### config.mk
export PLATFORM = sky130hd
export DESIGN_NAME = uart_rx_fifo
export DESIGN_NICKNAME = d
export VERILOG_FILES = /design/src/rtl/uart_rx_fifo.sv
export SDC_FILE = /design/constraint.sdc
export NUM_CORES = 1
export LEC_CHECK = 0
export ABC_AREA = 1
export BUFFER_PORTS_ARGS = -buffer_cell sky130_fd_sc_hd__buf_2
export CORE_UTILIZATION = 50
export DETAILED_ROUTE_END_ITERATION = 6
export GPL_TIMING_DRIVEN = 0
export MAX_ROUTING_LAYER = met4
export PLACE_DENSITY = 0.76
export SYNTH_ARGS = -nofsm -noshare
export SYNTH_HDL_FRONTEND = slang
export SYNTH_SLANG_ARGS = --single-unit
### constraint.sdc
create_clock -name clk -period 1.9 [get_ports clk]
set_input_delay 0.38 -clock clk [delete_from_list [all_inputs] [get_ports clk]]
set_output_delay 0.38 -clock clk [all_outputs]
set_load 0.005 [all_outputs]
### src/rtl/uart_rx_fifo.sv
// UART 8N1 receiver feeding a normal-mode (registered q) byte FIFO.
// Optional macro UART_RX_FRAME_CHECK_EN: drop bytes with a low stop bit, pulse frame_err.
module uart_rx_fifo #(
    parameter int CLKS_PER_BIT = 434,
    parameter int DEPTH_LOG2   = 4
) (
    input  logic       clk,
    input  logic       rst_n,
    input  logic       rxd,
    input  logic       rdreq,
    output logic       empty,
    output logic [7:0] q,
    output logic       overrun,
    output logic       frame_err
);

    localparam int CW    = (CLKS_PER_BIT > 1) ? $clog2(CLKS_PER_BIT) : 1;
    localparam int DEPTH = 1 << DEPTH_LOG2;

    localparam logic [CW-1:0]         C_HALF = CW'(CLKS_PER_BIT / 2);
    localparam logic [CW-1:0]         C_LAST = CW'(CLKS_PER_BIT - 1);
    localparam logic [DEPTH_LOG2:0]   C_FULL = (DEPTH_LOG2 + 1)'(DEPTH);

    typedef enum logic [1:0] {
        S_IDLE,
        S_START,
        S_DATA,
        S_STOP
    } state_t;

    logic                  r_sync1;
    logic                  r_sync2;
    logic                  r_prev;
    logic                  w_rx;
    logic                  w_fall;

    state_t                r_state;
    logic [CW-1:0]         r_cnt;
    logic [2:0]            r_bit;
    logic [7:0]            r_shift;
    logic                  r_stop_smp;
    logic                  r_push;

    logic [7:0]            r_mem [DEPTH];
    logic [DEPTH_LOG2-1:0] r_wptr;
    logic [DEPTH_LOG2-1:0] r_rptr;
    logic [DEPTH_LOG2:0]   r_count;
    logic [DEPTH_LOG2:0]   w_count_nxt;
    logic                  r_empty;
    logic [7:0]            r_q;
    logic                  r_overrun;
    logic                  w_full;
    logic                  w_pop;
    logic                  w_wr;
    logic                  w_ovr;

    assign w_rx   = r_sync2;
    assign w_fall = r_prev & ~r_sync2;

    // Two-flop synchronizer plus a delayed copy for falling-edge detection
    always_ff @(posedge clk or negedge rst_n) begin
        if (!rst_n) begin
            r_sync1 <= 1'b1;
            r_sync2 <= 1'b1;
            r_prev  <= 1'b1;
        end else begin
            r_sync1 <= rxd;
            r_sync2 <= r_sync1;
            r_prev  <= r_sync2;
        end
    end

`ifdef UART_RX_FRAME_CHECK_EN
    logic r_stop_bit;
    logic r_ferr;

    // Latch the stop-bit sample so the push decision can see it
    always_ff @(posedge clk or negedge rst_n) begin
        if (!rst_n) begin
            r_stop_bit <= 1'b0;
        end else if (r_state == S_STOP && !r_stop_smp && r_cnt == C_LAST) begin
            r_stop_bit <= w_rx;
        end
    end

    // Frame error pulse issued alongside the (suppressed) push
    always_ff @(posedge clk or negedge rst_n) begin
        if (!rst_n) begin
            r_ferr <= 1'b0;
        end else begin
            r_ferr <= (r_state == S_STOP) && r_stop_smp && !r_stop_bit;
        end
    end

    assign frame_err = r_ferr;
`else
    assign frame_err = 1'b0;
`endif

    // Receive FSM: start validation, 8 data bits LSB first, stop sample
    always_ff @(posedge clk or negedge rst_n) begin
        if (!rst_n) begin
            r_state    <= S_IDLE;
            r_cnt      <= '0;
            r_bit      <= 3'd0;
            r_shift    <= 8'h00;
            r_stop_smp <= 1'b0;
            r_push     <= 1'b0;
        end else begin
            r_push <= 1'b0;
            unique case (r_state)
                S_IDLE: begin
                    r_cnt <= '0;
                    if (w_fall) begin
                        r_state <= S_START;
                    end
                end
                S_START: begin
                    if (r_cnt == C_HALF) begin
                        r_cnt   <= '0;
                        r_bit   <= 3'd0;
                        r_state <= w_rx ? S_IDLE : S_DATA;
                    end else begin
                        r_cnt <= r_cnt + CW'(1);
                    end
                end
                S_DATA: begin
                    if (r_cnt == C_LAST) begin
                        r_cnt   <= '0;
                        r_shift <= {w_rx, r_shift[7:1]};
                        r_bit   <= r_bit + 3'd1;
                        if (r_bit == 3'd7) begin
                            r_state <= S_STOP;
                        end
                    end else begin
                        r_cnt <= r_cnt + CW'(1);
                    end
                end
                S_STOP: begin
                    if (r_stop_smp) begin
                        r_stop_smp <= 1'b0;
                        r_cnt      <= '0;
                        r_state    <= S_IDLE;
`ifdef UART_RX_FRAME_CHECK_EN
                        r_push     <= r_stop_bit;
`else
                        r_push     <= 1'b1;
`endif
                    end else if (r_cnt == C_LAST) begin
                        r_stop_smp <= 1'b1;
                        r_cnt      <= '0;
                    end else begin
                        r_cnt <= r_cnt + CW'(1);
                    end
                end
                default: begin
                    r_state <= S_IDLE;
                    r_cnt   <= '0;
                end
            endcase
        end
    end

    assign w_full = (r_count == C_FULL);
    assign w_pop  = rdreq & ~r_empty;
    assign w_wr   = r_push & (~w_full | w_pop);
    assign w_ovr  = r_push & w_full & ~rdreq;

    // Occupancy after this edge's push and pop
    always_comb begin
        w_count_nxt = r_count;
        if (w_wr && !w_pop) begin
            w_count_nxt = r_count + (DEPTH_LOG2 + 1)'(1);
        end else if (!w_wr && w_pop) begin
            w_count_nxt = r_count - (DEPTH_LOG2 + 1)'(1);
        end
    end

    // Storage array; contents are only meaningful between the pointers
    always_ff @(posedge clk) begin
        if (w_wr) begin
            r_mem[r_wptr] <= r_shift;
        end
    end

    // FIFO pointers, count, registered read data and status flags
    always_ff @(posedge clk or negedge rst_n) begin
        if (!rst_n) begin
            r_wptr    <= '0;
            r_rptr    <= '0;
            r_count   <= '0;
            r_empty   <= 1'b1;
            r_q       <= 8'h00;
            r_overrun <= 1'b0;
        end else begin
            if (w_wr) begin
                r_wptr <= r_wptr + DEPTH_LOG2'(1);
            end
            if (w_pop) begin
                r_rptr <= r_rptr + DEPTH_LOG2'(1);
                r_q    <= r_mem[r_rptr];
            end
            r_count   <= w_count_nxt;
            r_empty   <= (w_count_nxt == '0);
            r_overrun <= w_ovr;
        end
    end

    assign empty   = r_empty;
    assign q       = r_q;
    assign overrun = r_overrun;

endmodule

==> results.json <==
{
  "globalRouteOverflowTotal": 0,
  "area.sequential_sq_um": 5101,
  "cts.sink_count": 178,
  "synth.top_cells.by_area": "edfxtp_1 (50%), dfrtp_1 (15%), nand2_1 (13%)",
  "antenna_left": 0,
  "first_global_vias": 5298,
  "die_y_microns": 125.8,
  "fraction_of_final_layout_cells_with_drive_strength_greater_than_1_pct": 17.79,
  "synthMostInstantiatedCell": "nand2_1",
  "drt_initial_violations": 524,
  "total_leakage_power_nw": 3.949,
  "highest_ir_drop_seen_on_vdd_uv": 687.6,
  "clk_pin_slew_worst_paths_ps": 70,
  "die_x_microns": 125.8,
  "finalHoldViolations": 0,
  "netlist_instances": 721,
  "grtUsageTotal_pct": 25.84,
  "path_max_fanout": 6,
  "std_cell_rows": 44,
  "synth-async-reset-ratio_pct": 28.09,
  "placement.io_buffers": 13,
  "gp_congestion": 0.8747,
  "top_cells_by_instance_count_after_synthesis": "nand2_1 (266), edfxtp_1 (128), nand3_1 (114), dfrtp_1 (46), nor2_1 (34)",
  "worstSetupStartpointType": "register",
  "multi_input_logic_area_sq_um": 2375,
  "tritoncts.num_buffers": 17,
  "timing.critical_path.required_ps": 2100,
  "cp_data_arrival_time_ps": 2070,
  "synth.yosys.seq_area_share_pct": 66.59,
  "antennaDiodeCount": 0,
  "per_instance_average_area_after_synthesis_sq_um": 10.62,
  "fmax_ghz": 0.5337,
  "design.final.nets": 789,
  "critPathCaptureType": "register",
  "min_path_type": "input port to register",
  "core_area_sq_um": 14750,
  "vias_per_cell": 5.562,
  "crit_chain": "inv_2, ha_4, nand3_4, o21ai_4, clkinvlp_4, nand2_4, nor2_4, buf_12",
  "dominantRegCellSynth": "edfxtp_1",
  "placement.cell_area_sq_um": 7954,
  "timing.final.setup_violations": 0,
  "syn_nets": 736,
  "area.growth.synth_to_final_pct": 16.21,
  "power.density_cell_area_nw_per_um2": 1283,
  "run_status": "completed",
  "worstMarginPinSlew_ps": 1152,
  "netlist.area_leader.share_pct": 50.19,
  "grt_max_degree": 51,
  "timing_max_transition_violations_final": 0,
  "finalWorstPathRequiredPeriod_ps": 1874,
  "dp_hpwl_microns": 12050,
  "starting_density_pct": 51.91,
  "global_route_wire_length_before_repair_microns": 28950,
  "drt_drc_violations_left": 0,
  "hold_buffers": 0,
  "rsz0062_at_grt": "yes",
  "clk_latency_ps": 430,
  "ctsRootBufferMaster": "clkbuf_16",
  "wl_per_cell_microns": 19.27,
  "cpPeakStageDelay_ps": 410,
  "initial_antenna_violation_count": 0,
  "finalWirelength_microns": 18710,
  "io_pins": 15,
  "dieArea_sq_um": 15820,
  "slew_headroom_pct": 23.20,
  "longest_clk_path_bufs": 2,
  "tritoncts": "built",
  "crit_path_top_delay_cell": "dfrtp_1",
  "finClkSkew_ps": 9.376,
  "synthDistinctLibCells": 32,
  "synth_top_cell_by_area": "edfxtp_1",
  "mappedNetlistArea_sq_um": 7659,
  "vias": 5401,
  "number_of_enable_flip_flop_cells_after_synthesis": 128,
  "filler_cell_count": 1150,
  "number_of_detailed_route_iterations_in_the_first_pass": 5,
  "final_core_utilization_pct": 60.32,
  "final_area_sq_um": 8900,
  "critical_path_class": "register to register",
  "synth-seq-cells": 178,
  "synth-warning-count": 0,
  "maxCapViolations": 0,
  "final_min_period_over_clock_period_pct": 98.61,
  "ctsHtreeMaxLevel": 4
}
worst paths after layout:
check / cells after the start / slack (ps) / endpoint / startpoint
min in group asynchronous: 1 / 180 / q[5] / rst_n
worst max-delay path: 8 / 30 / r_mem[4][5] / r_count[0]
worst max register to register: 8 / 30 / r_mem[4][5] / r_count[0]
worst min-delay path: 1 / 50 / r_sync1 / rxd
worst min register to register: 0 / 360 / r_sync2 / r_sync1
max in group asynchronous: 1 / 940 / r_count[3] / rst_n
cells in the final DEF (no fill, tap or decap), drive strengths merged, types with 11 or more instances in the layout:
cell type and n:
inv 41, xor2 15, clkbuf 23, ha 11, nand2 268, o21ai 13
edfxtp 128, nand3 116, dfrtp 46, nor2 35, buf 61
final cells by class:
| type | instances | share of cell area [%] |
|---|---|---|
| inverter | 40 | 1.757 |
| multi-input combinational | 473 | 26.68 |
| tap | 184 | 2.587 |
| timing repair buffer | 35 | 3.051 |
| buffer | 29 | 2.263 |
| clock inverter | 12 | 0.8435 |
| clock buffer | 20 | 5.497 |
| sequential | 178 | 57.32 |
sequential cells by signal (all words and copies together) (netlist names), named ones only:
signal and count:
empty 1, r_sync1 1, r_mem 128, overrun 1, r_sync2 1, r_shift 8, r_wptr 4, r_bit 3
r_state 1, r_prev 1, r_push 1, r_stop_smp 1, q 8, r_count 5, r_rptr 4, r_cnt 9
report_power, final:
group	internal (mW)	switching, mW
combinational	1.23	2.32
clock	1.86	1.45
sequential	4.36	0.206
total	7.44	3.98
worst max-delay path, delay by kind of cell (launching register included):
kind                       cells  cell delay, ps
adders and majority gates      1             140
buffers and inverters          3             500
AOI/OAI and AO/OA              1             240
DFF                            1             410
and+or+nand+nor                3             340
cells by family after synthesis:
group | after synthesis | share of synthesized area, %
AO/OA/AOI/OAI | 17 | 1.372
XOR/XNOR | 17 | 1.944
adder cells (fa/ha/maj) | 11 | 1.797
buffers and inverters | 70 | 4.689
flip-flops | 178 | 66.59
other | 1 | 0.04896
AND/OR/NAND/NOR | 427 | 23.56
stage by stage:
step                      setup TNS [ps]  cells  hold WS, ps  setup slack, ps  total power [mW]
after floorplan                        0    721        84.41            9.359             6.812
after global placement            -55750    918        349.1           -568.9             7.803
after detailed placement          -64760    918        358.0           -643.1             7.884
after CTS                              0    965        33.37            17.60             11.34
after global routing              -113.7    971        28.53           -20.12             11.97
final                                  0    971        48.92            26.34             11.42
metal layers:
| layer | vias up | GRT usage, % | part of all wire [%] |
|---|---|---|---|
| met5 | - | - | 0 |
| met4 | 0 | 11.55 | 2.9 |
| met3 | 35 | 4.885 | 7.9 |
| met2 | 220 | 41.34 | 50 |
| met1 | 2635 | 32.20 | 40 |
| li1 | 2511 | - | - |
what timing repair did:
item	CTS	global route
gates cloned	0	0
endpoints found under the setup margin	128	118
gates resized for setup	46	6
pin swaps	9	7
buffers inserted	15	9
(Power assumes the default switching activity.)
